[src/rtl/rotor_cfg_pkg.sv]
// Shared types and defaults for the rotor configuration controller.
// Optional odometer stepping is selected elsewhere with ROTOR_CARRY_EN.
package rotor_cfg_pkg;

  localparam int NUM_ROTORS = 8;
  localparam int POS_W      = 5;
  localparam int MAX_POS    = 25;

  typedef enum logic [1:0] {
    ST_IDLE = 2'd0,
    ST_EDIT = 2'd1,
    ST_SEND = 2'd2
  } state_e;

  typedef struct packed {
    logic       valid;
    logic [4:0] idx;
  } onehot_t;

  // Select vectors up to 32 bits wide; callers zero-extend narrower buses.
  function automatic onehot_t onehot_idx(input logic [31:0] sel);
    onehot_t     r;
    int unsigned cnt;
    r.valid = 1'b0;
    r.idx   = '0;
    cnt     = 0;
    for (int i = 0; i < 32; i++) begin
      if (sel[i]) begin
        cnt++;
        r.idx = 5'(i);
      end
    end
    r.valid = (cnt == 1);
    return r;
  endfunction

endpackage

[src/rtl/rotor_config_ctrl_if.sv]
// Configuration hand-off channel from the controller to the rotor datapath.
// valid/ready: the master raises cfg_valid with cfg_data and holds both stable
// until the slave samples cfg_ready=1 at a clock edge; that edge is the transfer.
interface rotor_config_ctrl_if #(
  parameter int NUM_ROTORS = rotor_cfg_pkg::NUM_ROTORS,
  parameter int POS_W      = rotor_cfg_pkg::POS_W
) ();

  logic                        cfg_valid;
  logic                        cfg_ready;
  logic [NUM_ROTORS*POS_W-1:0] cfg_data;

  modport master (
    output cfg_valid,
    output cfg_data,
    input  cfg_ready
  );

  modport slave (
    input  cfg_valid,
    input  cfg_data,
    output cfg_ready
  );

endinterface

[src/rtl/rotor_pos_step.sv]
// Next-position logic for one rotor: wraps 0..MAX_POS and reports the wrap
// as carry/borrow so neighbouring rotors can chain (ROTOR_CARRY_EN builds).
module rotor_pos_step #(
  parameter int POS_W   = rotor_cfg_pkg::POS_W,
  parameter int MAX_POS = rotor_cfg_pkg::MAX_POS
) (
  input  logic [POS_W-1:0] pos,
  input  logic             inc,
  input  logic             dec,
  input  logic             carry_in,
  input  logic             borrow_in,
  output logic [POS_W-1:0] next_pos,
  output logic             carry_out,
  output logic             borrow_out
);

  localparam logic [POS_W-1:0] MAX_V = POS_W'(MAX_POS);

  logic up;
  logic dn;

  assign up = inc | carry_in;
  assign dn = dec | borrow_in;

  // Opposing requests cancel; the rotor holds.
  always_comb begin
    next_pos   = pos;
    carry_out  = 1'b0;
    borrow_out = 1'b0;
    if (up && !dn) begin
      if (pos == MAX_V) begin
        next_pos  = '0;
        carry_out = 1'b1;
      end else begin
        next_pos = pos + POS_W'(1);
      end
    end else if (dn && !up) begin
      if (pos == '0) begin
        next_pos   = MAX_V;
        borrow_out = 1'b1;
      end else begin
        next_pos = pos - POS_W'(1);
      end
    end
  end

endmodule

[src/rtl/rotor_config_ctrl.sv]
// Owns the rotor position settings: button select, encoder edit, commit to the
// datapath over cfg valid/ready. Define ROTOR_CARRY_EN for odometer stepping.
module rotor_config_ctrl
  import rotor_cfg_pkg::*;
#(
  parameter int NUM_ROTORS = rotor_cfg_pkg::NUM_ROTORS,
  parameter int POS_W      = rotor_cfg_pkg::POS_W,
  parameter int MAX_POS    = rotor_cfg_pkg::MAX_POS
) (
  input  logic                        clock,
  input  logic                        reset_n,
  input  logic [NUM_ROTORS-1:0]       sel_press,
  input  logic                        step_up,
  input  logic                        step_down,
  input  logic                        commit,
  output logic [NUM_ROTORS-1:0]       rotor_sel,
  output logic                        busy,
  rotor_config_ctrl_if.master         cfg,
  output logic [1:0]                  dbg_state,
  output logic [NUM_ROTORS*POS_W-1:0] dbg_pos
);

  localparam int K_W = (NUM_ROTORS > 1) ? $clog2(NUM_ROTORS) : 1;

  localparam logic [1:0] S_IDLE = ST_IDLE;
  localparam logic [1:0] S_EDIT = ST_EDIT;
  localparam logic [1:0] S_SEND = ST_SEND;

  logic [1:0]                  state;
  logic [K_W-1:0]              k_q;
  logic [NUM_ROTORS*POS_W-1:0] pos_flat;
  logic [NUM_ROTORS-1:0]       unused_chain;
  onehot_t                     oh;
  logic                        step_act;

  assign oh = onehot_idx(32'(sel_press));

  // Commit wins over any edit in the same cycle; opposing steps cancel.
  assign step_act = (state == S_EDIT) && !commit && (step_up ^ step_down);

  for (genvar i = 0; i < NUM_ROTORS; i++) begin : g_rot
    logic [POS_W-1:0] pos_q;
    logic [POS_W-1:0] pos_d;
    logic             hit;
    logic             ci;
    logic             bi;
    logic             co;
    logic             bo;

    assign hit = step_act && (k_q == K_W'(i));

`ifdef ROTOR_CARRY_EN
    if (i == 0) begin : g_first
      assign ci = 1'b0;
      assign bi = 1'b0;
    end else begin : g_chain
      assign ci = g_rot[i-1].co;
      assign bi = g_rot[i-1].bo;
    end
`else
    assign ci = 1'b0;
    assign bi = 1'b0;
`endif

    rotor_pos_step #(
      .POS_W   (POS_W),
      .MAX_POS (MAX_POS)
    ) u_step (
      .pos        (pos_q),
      .inc        (hit && step_up),
      .dec        (hit && step_down),
      .carry_in   (ci),
      .borrow_in  (bi),
      .next_pos   (pos_d),
      .carry_out  (co),
      .borrow_out (bo)
    );

    always_ff @(posedge clock) begin
      if (!reset_n) begin
        pos_q <= '0;
      end else if (step_act) begin
        pos_q <= pos_d;
      end
    end

    assign pos_flat[i*POS_W +: POS_W] = pos_q;
    // Carry/borrow out of the top rotor (or all rotors without chaining) is dropped.
    assign unused_chain[i] = co ^ bo;
  end

  always_ff @(posedge clock) begin
    if (!reset_n) begin
      state         <= S_IDLE;
      k_q           <= '0;
      rotor_sel     <= '0;
      cfg.cfg_valid <= 1'b0;
      cfg.cfg_data  <= '0;
    end else begin
      case (state)
        S_IDLE, S_EDIT: begin
          if (commit) begin
            state         <= S_SEND;
            rotor_sel     <= '0;
            cfg.cfg_valid <= 1'b1;
            cfg.cfg_data  <= pos_flat;
          end else if (oh.valid) begin
            if ((state == S_EDIT) && (K_W'(oh.idx) == k_q)) begin
              state     <= S_IDLE;
              rotor_sel <= '0;
            end else begin
              state     <= S_EDIT;
              k_q       <= K_W'(oh.idx);
              rotor_sel <= NUM_ROTORS'(1) << oh.idx;
            end
          end
        end
        S_SEND: begin
          if (cfg.cfg_ready) begin
            state         <= S_IDLE;
            cfg.cfg_valid <= 1'b0;
          end
        end
        default: begin
          state         <= S_IDLE;
          rotor_sel     <= '0;
          cfg.cfg_valid <= 1'b0;
        end
      endcase
    end
  end

  assign busy      = (state == S_SEND);
  assign dbg_state = state;
  assign dbg_pos   = pos_flat;

endmodule

[src/flat_wrapper.sv]
// flat-port wrapper written by rule: the top's interface ports become plain ports
module rotor_config_ctrl_flat import rotor_cfg_pkg::*;
#(
  parameter int NUM_ROTORS = rotor_cfg_pkg::NUM_ROTORS,
  parameter int POS_W      = rotor_cfg_pkg::POS_W,
  parameter int MAX_POS    = rotor_cfg_pkg::MAX_POS
)
  (clock, reset_n, sel_press, step_up, step_down, commit, rotor_sel, busy, dbg_state, dbg_pos, cfg_cfg_valid, cfg_cfg_data, cfg_cfg_ready);
  rotor_config_ctrl_if #(.NUM_ROTORS(NUM_ROTORS), .POS_W(POS_W)) cfg_i ();
  input  logic clock;
  input  logic reset_n;
  input  logic [NUM_ROTORS-1:0] sel_press;
  input  logic step_up;
  input  logic step_down;
  input  logic commit;
  output logic [NUM_ROTORS-1:0] rotor_sel;
  output logic busy;
  output logic [1:0] dbg_state;
  output logic [NUM_ROTORS*POS_W-1:0] dbg_pos;
  output wire logic [$bits(cfg_i.cfg_valid)-1:0] cfg_cfg_valid;
  output wire logic [$bits(cfg_i.cfg_data)-1:0] cfg_cfg_data;
  input wire logic [$bits(cfg_i.cfg_ready)-1:0] cfg_cfg_ready;
  assign cfg_cfg_valid = cfg_i.cfg_valid;
  assign cfg_cfg_data = cfg_i.cfg_data;
  assign cfg_i.cfg_ready = cfg_cfg_ready;
  rotor_config_ctrl #(.NUM_ROTORS(NUM_ROTORS), .POS_W(POS_W), .MAX_POS(MAX_POS)) u_core (.clock(clock), .reset_n(reset_n), .sel_press(sel_press), .step_up(step_up), .step_down(step_down), .commit(commit), .rotor_sel(rotor_sel), .busy(busy), .cfg(cfg_i), .dbg_state(dbg_state), .dbg_pos(dbg_pos));
endmodule
[config.mk]
export PLATFORM = sky130hd
export DESIGN_NAME = rotor_config_ctrl_flat
export DESIGN_NICKNAME = d
export VERILOG_FILES = /design/src/rtl/rotor_cfg_pkg.sv /design/src/rtl/rotor_config_ctrl_if.sv /design/src/rtl/rotor_pos_step.sv /design/src/rtl/rotor_config_ctrl.sv /design/src/flat_wrapper.sv
export SDC_FILE = /design/constraint.sdc
export NUM_CORES = 1
export LEC_CHECK = 0
export ABC_AREA = 0
export BUFFER_PORTS_ARGS = -buffer_cell sky130_fd_sc_hd__buf_2
export CORE_MARGIN = 4
export CORE_UTILIZATION = 40
export CTS_CLUSTER_DIAMETER = 120
export DETAILED_ROUTE_END_ITERATION = 6
export GPL_TIMING_DRIVEN = 0
export HOLD_SLACK_MARGIN = 0.03
export RECOVER_POWER = 100
export SYNTH_ARGS = -nofsm -noshare
export SYNTH_HDL_FRONTEND = slang
export SYNTH_SLANG_ARGS = --single-unit
export TNS_END_PERCENT = 30
[constraint.sdc]
create_clock -name clock -period 9.6 [get_ports clock]
set_input_delay 0.96 -clock clock [delete_from_list [all_inputs] [get_ports clock]]
set_output_delay 0.96 -clock clock [all_outputs]
set_load 0.005 [all_outputs]
# After elaboration in Yosys (flattened, before gate mapping)
# Cells that the tools add are included.
# Widths: inputs -> output; s select.
dict set report op_classes {
  add_sub_neg 23
  multipliers 0
  div 0
  magnitude_cmp 0
  n_eq_ne 22
  shift 1
  n_mux 59
  bitwise 4
  n_reduce_logical 92
}
# operator count
set ops {}
lappend ops {{$mux 32} 7}
lappend ops {{$add 32x1->32 const B} 6}
lappend ops {{$mux 5} 32}
lappend ops {{$logic_and 1x1->1} 43}
lappend ops {{$add 5x1->5 const B} 8}
lappend ops {{$eq 5x5->1 const B} 8}
lappend ops {{$logic_not 5->1} 8}
lappend ops {{$sub 5x1->5 const B} 8}
lappend ops {{$eq 32x1->1 const B} 1}
lappend ops {{$mux 8} 3}
lappend ops {{$reduce_and 2->1} 12}
lappend ops {{$logic_not 1->1} 17}
lappend ops {{$pmux 8 s2} 1}
lappend ops {{$reduce_bool 2->1} 8}
lappend ops {{$eq 3x3->1 const B} 4}
lappend ops {{$mux 3} 4}
lappend ops {{$mux 2} 5}
lappend ops {{$shl 1x3->8 const A} 1}
lappend ops {{$eq 3x2->1 const B} 2}
lappend ops {{$mux 1} 5}
lappend ops {{$pmux 2 s2} 1}
lappend ops {{$reduce_and 4->1} 1}
lappend ops {{$eq 3x1->1 const B} 1}
lappend ops {{$eq 3x3->1} 1}
lappend ops {{12 further kinds} 14}
dict set report totals {
  regBits 94
  latchBits 0
  ramBits 0
  romBits 0
  inputBits 14
  out_inout_bits 92
  elab_cells 214
  mem_count 0
}

# Depth between registers and ports, before layout
# Gate-level depths: netlist of the first run.
dict set report logic_depth {
  depth_word 19
  ltp_mapped 23
  ltp_nobuf 23
}

# By module
# A second synthesis of the first run with hierarchy kept.
dict set report unflattened {
  cells_unflattened 898
  hier_area_um2 6700.2
}
# mod n_inst cells_each area_per_inst_um2 seq_area_each_um2
set modules_own_cells {}
lappend modules_own_cells {rotor_config_ctrl 1 537 4179.0 1881.8}
lappend modules_own_cells {{rotor_pos_step at u_core.g_rot[0].u_step ...} 6 45 317.8 0.0}
lappend modules_own_cells {{rotor_pos_step at u_core.g_rot[7].u_step} 1 46 312.8 0.0}
lappend modules_own_cells {{rotor_pos_step at u_core.g_rot[2].u_step} 1 45 301.5 0.0}

# Worst setup path after synthesis of the first run
# OpenSTA, ideal clock, no wires.
dict set report synth_path {
  kind {input-to-reg}
  from {input port sel_press[0]}
  to {register u_core.rotor_sel[2]}
  setup_ns 0.121
  arrival_ns 5.332
  t_required_ns 9.479
  setup_slack_ns 4.147
  stages 21
  path_buffers 0
  path_cell_list {inv_1 -> ha_1 -> xor2_1 -> ha_1 -> nand2_1 -> o21ai_0 -> ha_1 -> mux2_2 -> ha_1 -> a2bb2oi_1 -> or2_2 -> ha_1 -> mux2_2 -> ha_1 -> nand2_1 -> xnor2_1 -> o311a_1 -> a2bb2oi_1 -> and3b_4 -> o2bb2ai_4 -> mux2_4}
}
dict set report synth_between {
  elab_chain_cells 18
}
# item line_no
set synth_rtl {}
lappend synth_rtl {{start: declaration} flat_wrapper.sv:12} ;# input logic [NUM_ROTORS-1:0] sel_press;
lappend synth_rtl {{$mux 1 (*)} rotor_cfg_pkg.sv:28} ;# if (sel[i]) begin
lappend synth_rtl {{$add 1x1->2} rotor_cfg_pkg.sv:29} ;# cnt++;
lappend synth_rtl {{$mux 32 (*)} rotor_cfg_pkg.sv:28}
lappend synth_rtl {{$add 32x1->32} rotor_cfg_pkg.sv:29}
lappend synth_rtl {{$mux 32 (*)} rotor_cfg_pkg.sv:28}
lappend synth_rtl {{$add 32x1->32} rotor_cfg_pkg.sv:29}
lappend synth_rtl {{$mux 32 (*)} rotor_cfg_pkg.sv:28}
lappend synth_rtl {{$add 32x1->32} rotor_cfg_pkg.sv:29}
lappend synth_rtl {{(+2 left out)} --}
lappend synth_rtl {{$mux 32 (*)} rotor_cfg_pkg.sv:28}
lappend synth_rtl {{$add 32x1->32} rotor_cfg_pkg.sv:29}
lappend synth_rtl {{$mux 32 (*)} rotor_cfg_pkg.sv:28}
lappend synth_rtl {{$add 32x1->32} rotor_cfg_pkg.sv:29}
lappend synth_rtl {{$mux 32 (*)} rotor_cfg_pkg.sv:28}
lappend synth_rtl {{$eq 32x1->1 (*)} rotor_cfg_pkg.sv:33} ;# r.valid = (cnt == 1);
lappend synth_rtl {{$ne 3x2->1 (no source line) (*)} --}
lappend synth_rtl {{$reduce_and 2->1 (no source line) (*)} --}
lappend synth_rtl {{end signal: assignment} rotor_config_ctrl.sv:114} ;# rotor_sel <= NUM_ROTORS'(1) << oh.idx;
lappend synth_rtl {{end: declaration} rotor_config_ctrl.sv:16} ;# output logic [NUM_ROTORS-1:0] rotor_sel,
# Mark *: on every way between the ends. The rest lies on a longest branch, timed or not.
# A chain may end at the register's enable or synchronous reset.

# Final worst setup path of the first run
# Same ends and word-level chain as after synthesis.

==> results of run 1 <==
-- layer usage --
metal	routed length, um	global-route usage (%)
met1	7790	25.6
met2	7250	30.0
met3	605	3.37
met4	177	4.84
met5	0	0
-- logic make-up after synthesis --
kind of cell	after synthesis
simple gates	312
xor+xnor	34
buf+inv	92
fa+ha+maj	39
mux	17
compound gates	186
flops	94
-- cells in the mapped netlist (all sizes together) (3+ instances only) --
cell type    n
clkbuf      49
and2         9
dfxtp       94
nor2b       11
o221a        3
or2          4
o221ai       4
nand2      136
nand4        7
o21ai       45
inv         37
nand3       35
a22oi        6
a311oi       4
nor2        47
and3         5
nor3        11
mux2i        8
a32oi        3
a211o        3
a31oi        9
o211a        7
nand2b       9
or3          6
xnor2       22
buf          5
and3b        3
a21oi       40
nor3b       11
nand4b       9
ha          39
a21boi      38
mux2         9
xor2         9
a2bb2oi      3
o22ai        5
nand3b       4
-- path summary, 6_finish.rpt --
path                            slack, ps  cells past startpoint                       end
worst max-delay path                 3820                     22       u_core.rotor_sel[2]
worst min-delay path                  460                      2   u_core.cfg.cfg_data[29]
worst max register to register       6420                     11  u_core.g_rot[3].pos_q[4]
worst min register to register        460                      2   u_core.cfg.cfg_data[29]
-- cell type report --
type / count / share of cell area (%)
buffer: 54 / 3.08
clock buffer: 13 / 3.75
clock inverter: 3 / 0.612
inverter: 38 / 2.05
multi-input combinational: 588 / 54.0
sequential: 94 / 27.1
tap: 184 / 3.31
timing repair buffer: 101 / 6.12
-- through the flow --
stage	setup slack, ps	util (%)	hold WS, ps
after floorplan	4150	-	451
after global placement	3680	46.1	445
after detailed placement	3680	46.1	451
after CTS	4050	48.1	460
after global routing	3490	47.5	486
final	3820	47.5	460
-- power groups by stage --
stage	combinational [mW]	sequential (mW)	clock [mW]
5_1_grt	0.153	0.399	0.392
6_report	0.137	0.398	0.366
4_1_cts	0.142	0.398	0.375
3_3_place_gp	0.141	0.407	0
2_1_floorplan	0.109	0.406	0
3_5_place_dp	0.142	0.407	0
-- registers in the layout (all words and copies together), names as in the netlist --
| register | count |
|---|---|
| u_core.k_q | 3 |
| u_core.cfg.cfg_data | 40 |
| u_core.g_rot.pos_q | 40 |
| u_core.cfg.cfg_valid | 1 |
| u_core.dbg_state | 2 |
| u_core.rotor_sel | 8 |
-- worst max-delay path, delay by kind of cell --
| family | cells | cell delay, ps |
|---|---|---|
| adder cells (fa/ha/maj) | 6 | 1760 |
| AO/OA/AOI/OAI | 5 | 1160 |
| multiplexers | 3 | 890 |
| AND/OR/NAND/NOR | 4 | 710 |
| XOR/XNOR | 2 | 390 |
| buffers and inverters | 2 | 150 |
==> reports/results.ini, run 1 <==
[yosys]
yosys-top-cells-area = dfxtp_1, nand2_1, ha_1
synthAdderAreaFrac_pct = 8.12
yosys.area.top_type = dfxtp_1
synth-simple-area-share_pct = 25.2
synth_xor_area_share_pct = 5.68
synth_nets = 827
synth-compound-area-share_pct = 20.7
synth_top_family_by_area = simple AND/OR/NAND/NOR gates
synth_area_um2 = 6010
synth_seq_cells = 94
synth_top_area_share_pct = 31.3
synth.yosys.seq_area_share_pct = 31.3
async_reset_ff_share_pct = 0
synth_edf_count = 0
synth_mux_area_share_pct = 3.08
syn_avg_cell_area_um2 = 7.77
postSynthCellCount = 774
synth.distinct_cells = 61
yosys_warnings = 0
synthFlopType = dfxtp_1

[drt]
num_vias = 5556
drc = 0
detail-route-antenna-nets = 0
routed_wl_um = 15800
vias_per_cell = 5.17
drtIter0Drc = 374
avgRoutedWirePerCell_um = 14.7
dr.pass1.iters = 6

[sta]
worst_pin_slew_ps = 931
relSlewSlack_pct = 37.9
period_needed_ps = 5780
finalCritPeriodShare_pct = 60.2
finalSetupTns_ps = 0
hold_viol = 0
fin_worst_skew_ps = 6.81
maxSlewViolCount = 0
setup_viol = 0
fmax_mhz = 173
rsz0062_at_grt = no

[global_route]
grt_use_total_pct = 18.5
grt_pass1_wl_um = 25500
grt_antenna_before_repair = 0
grt_pass1_vias = 5078
grt-ovfl-total = 0
grt_max_degree = 15

[critical_path]
worstPathArrival_ps = 6020
crit_fanout = 8
slowest_delay_ps = 420
critPathLaunchType = primary input
critPathKind = in -> reg
crit_start = sel_press[0]
crit_chain = clkbuf_1 -> inv_1 -> ha_1 -> xor2_1 -> ha_1 -> nand2_1 -> o21ai_0 -> ha_1 -> mux2_2 -> ha_1 -> a2bb2oi_1 -> or2_2 -> ha_1 -> mux2_2 -> ha_1 -> nand2_1 -> xnor2_1 -> o311a_1 -> a2bb2oi_1 -> and3b_4 -> o2bb2ai_1 -> mux2_4
worst_setup_path_end_kind = flop
r2r-start = u_core.dbg_state[1]
worstPathRequired_ps = 9840
cpMostUsedCell = ha_1
worst_path_max_delay_cell = o2bb2ai_1

[clock_network]
cts_resized = 0
postCtsSetupRepairBufs = 0
cts_max_path_buffers = 2
hold_buffers = 0
clockRootBuffer = clkbuf_16
clk_pin_slew_worst_paths_ps = 70
cts_made_buffers = 9
clkLatencyLatePin_ps = 350
cts_sinks = 94
cts_max_level = 3
cts_tree = yes

[floorplan]
die_w_um = 131
dieArea_um2 = 17100
die-height_um = 131
start_util_pct = 41.0
rows = 44
ioPinCount = 106
coreArea_um2 = 14600

[placed_design]
hpwl_um = 11700
postPlaceCellArea_um2 = 6750
place_congestion = 0.846
numPortBuffers = 101
dp_cells = 1059

[power_and_ir_drop]
vdd_ir_drop_max_v = 0.0000804
clkPwrFrac_pct = 40.6
power.internal_mw = 0.667
p_total_mw = 0.901
powerDensity_nw_per_um2 = 130
p_leak_nw = 2.63
pwr-share-seq_pct = 44.2
switching_share_pct = 26.0
combPwrFrac_pct = 15.2
p_switching_mw = 0.234

[finish]
syn2layout_area_growth_pct = 15.6
diodes = 0
fin_area_um2 = 6950
final_cell_mix = nand2_1, clkbuf_1, dfxtp_1
final_cells = 1075
regArea_um2 = 1880
fillCellCount = 1536
multi_input_area_um2 = 3750
final_common_cell = nand2_1
drive_above_1_share_pct = 8.42
nNetsFinal = 939

[run]
drv_cap = 0

[min_path]
worst_hold_path_type = reg -> reg
min_from = u_core.cfg.cfg_data[29]

[run_status]
status = finished clean

Note: power is estimated with default switching activity, not from simulation.
==> inputs of run 2 (changes only) <==
==> constraint.sdc (replaced) <==
create_clock -name clock -period 5 [get_ports clock]
set_input_delay 0.5 -clock clock [delete_from_list [all_inputs] [get_ports clock]]
set_output_delay 0.5 -clock clock [all_outputs]
set_load 0.005 [all_outputs]
==> reports/results.ini, run 2 (synthesized netlist as in run 1, its figures left out) <==
[run_status]
status = finished clean

[placed_design]
numPortBuffers = 101  ; unchanged
place_congestion = 0.846  ; unchanged
hpwl_um = 11700  ; unchanged
dpl_worst_slack_ps = -455  ; -4140 ps
postPlaceCellArea_um2 = 6750  ; unchanged

[global_route]
grt_max_degree = 15  ; unchanged
grt-ovfl-total = 0  ; unchanged
grt_pass1_wl_um = 25600  ; +0.19%
grt_antenna_before_repair = 0  ; unchanged
grt_use_total_pct = 18.6  ; +0.034 points
grt_pass1_vias = 5087  ; +0.18%

[floorplan]
die_w_um = 131  ; unchanged
start_util_pct = 41.0  ; unchanged
rows = 44  ; unchanged
coreArea_um2 = 14600  ; unchanged
die-height_um = 131  ; unchanged
ioPinCount = 106  ; unchanged
dieArea_um2 = 17100  ; unchanged

[clock_network]
hold_buffers = 0  ; unchanged
cts_max_level = 3  ; unchanged
clk_pin_slew_worst_paths_ps = 60  ; about the same
cts_sinks = 94  ; unchanged
clockRootBuffer = clkbuf_16
clkLatencyLatePin_ps = 340  ; about the same
cts_made_buffers = 9  ; unchanged
cts_max_path_buffers = 2  ; unchanged
cts_tree = yes

[sta]
timing.hold.ws_ps = 459  ; -0.343 ps
fin_worst_skew_ps = 5.31  ; -1.50 ps
relSlewSlack_pct = 49.3  ; +11 points
finalCritPeriodShare_pct = 96.1
worst_pin_slew_ps = 760  ; -171 ps
maxSlewViolCount = 0  ; unchanged
fmax_mhz = 208
fin_ws_ps = 196  ; -3630 ps
hold_viol = 0  ; unchanged
rsz0062_at_grt = no
period_needed_ps = 4800
setup_viol = 0  ; unchanged

[critical_path]
worstPathArrival_ps = 5040  ; -980 ps
r2r-start = u_core.dbg_state[1]
crit_fanout = 5  ; -3
critPathLaunchType = primary input
r2r-end = u_core.g_rot[3].pos_q[4]
critPathKind = in -> reg
worstPathRequired_ps = 5230  ; -4610 ps
r2r_cells = 11  ; unchanged
reg2reg_slack_ps = 1740  ; -4680 ps
worst_setup_path_end_kind = flop

[drt]
dr.pass1.iters = 5  ; -1
avgRoutedWirePerCell_um = 14.8  ; +0.49%
drc = 0  ; unchanged
drtIter0Drc = 370  ; -1.1%
detail-route-antenna-nets = 0  ; unchanged
vias_per_cell = 5.19  ; +0.40%
num_vias = 5594  ; +0.68%
routed_wl_um = 15900  ; +0.77%

[finish]
nNetsFinal = 942  ; +0.32%
fillCellCount = 1520  ; -1.0%
final_common_cell = nand2_1
final_cell_mix = nand2_1, clkbuf_1, dfxtp_1
fin_area_um2 = 7050  ; +1.4%
drive_above_1_share_pct = 9.84  ; +1.4 points
diodes = 0  ; unchanged
top_regs = u_core.cfg.cfg_data: 40 flops, u_core.g_rot.pos_q: 40 flops, u_core.rotor_sel: 8 flops
syn2layout_area_growth_pct = 17.2

[power_and_ir_drop]
p_total_mw = 1.77  ; +97%
p_leak_nw = 2.67  ; +1.5%
vdd_ir_drop_max_v = 0.000153  ; +91%
powerDensity_nw_per_um2 = 252  ; +94%

[min_path]
worst_hold_path_type = reg -> reg
min_from = u_core.cfg.cfg_data[29]
holdPathEnd = u_core.cfg.cfg_data[29]
hold_depth = 2  ; unchanged

[run]
drv_cap = 0  ; unchanged

-- run 2: cell types whose count changed in the layout (fill, tap and decap cells not counted), moves of 2 or more --
cell	delta
buf_4	+2
ha_1	-2
buf_2	+2
o21ai_0	-2
clkbuf_1	-2
-- run 2: final cells by class --
class | count | area, um2 | area share [%]
Multi-Input combinational cell | 588 | 3810 | 54.1
Inverter | 38 | 143 | 2.02
Sequential cell | 94 | 1880 | 26.7
Buffer | 54 | 214 | 3.04
Timing Repair Buffer | 104 | 463 | 6.57
Clock buffer | 13 | 260 | 3.69
Clock inverter | 3 | 42.5 | 0.604
Tap cell | 184 | 230 | 3.27
-- run 2: how the worst max path moves through the flow --
stage	start	endpoint	slack [ps]	cells past startpoint
2_1_floorplan	sel_press[0]	u_core.rotor_sel[2]	7	21
3_3_place_gp	sel_press[0]	u_core.rotor_sel[2]	-460	22
3_5_place_dp	sel_press[0]	u_core.rotor_sel[2]	-460	22
4_1_cts	sel_press[0]	u_core.rotor_sel[2]	50	22
5_1_grt	sel_press[0]	u_core.rotor_sel[5]	3	23
6_report	sel_press[0]	u_core.rotor_sel[2]	200	22
-- run 2: layer usage --
layer | track usage (%) | vias to the layer above | part of all wire [%]
met5 | 0 | - | 0
met4 | 4.84 | 0 | 1.0
met3 | 3.37 | 10 | 4.2
met2 | 30.0 | 95 | 46
met1 | 25.7 | 2574 | 49
li1 | - | 2915 | -
-- run 2: worst max-delay path, cell delays in order --
cell	delay [ps]
buf_2	110
inv_1	50
ha_2	300
xor2_2	200
ha_1	320
nand2_1	110
o21ai_1	90
ha_1	330
mux2_2	270
ha_1	270
a2bb2oi_1	170
or2_2	320
ha_4	230
mux2_2	260
ha_1	180
nand2_1	100
xnor2_2	150
o311a_1	220
a2bb2oi_2	170
and3b_4	220
o2bb2ai_4	140
mux2_4	310
-- run 2: through the flow --
stage,std cells,utilization [%],TNS (ps)
5_1_grt,1078,48.1,0
6_report,1078,48.1,0
3_5_place_dp,1059,46.1,-3620
2_1_floorplan,774,-,0
3_3_place_gp,1059,46.1,-3680
4_1_cts,1076,48.3,0
-- run 2: power by group --
part / total, mW / switching [mW] / internal [mW]
clock network: 0.701 / 0.287 / 0.415
logic: 0.306 / 0.166 / 0.140
registers: 0.765 / 0.00933 / 0.756
-- run 2: what timing repair did --
item                                    CTS  global route
endpoints found under the setup margin    1            12
gates resized for setup                   1             7
buffers inserted                          1             2
pin swaps                                 1             2
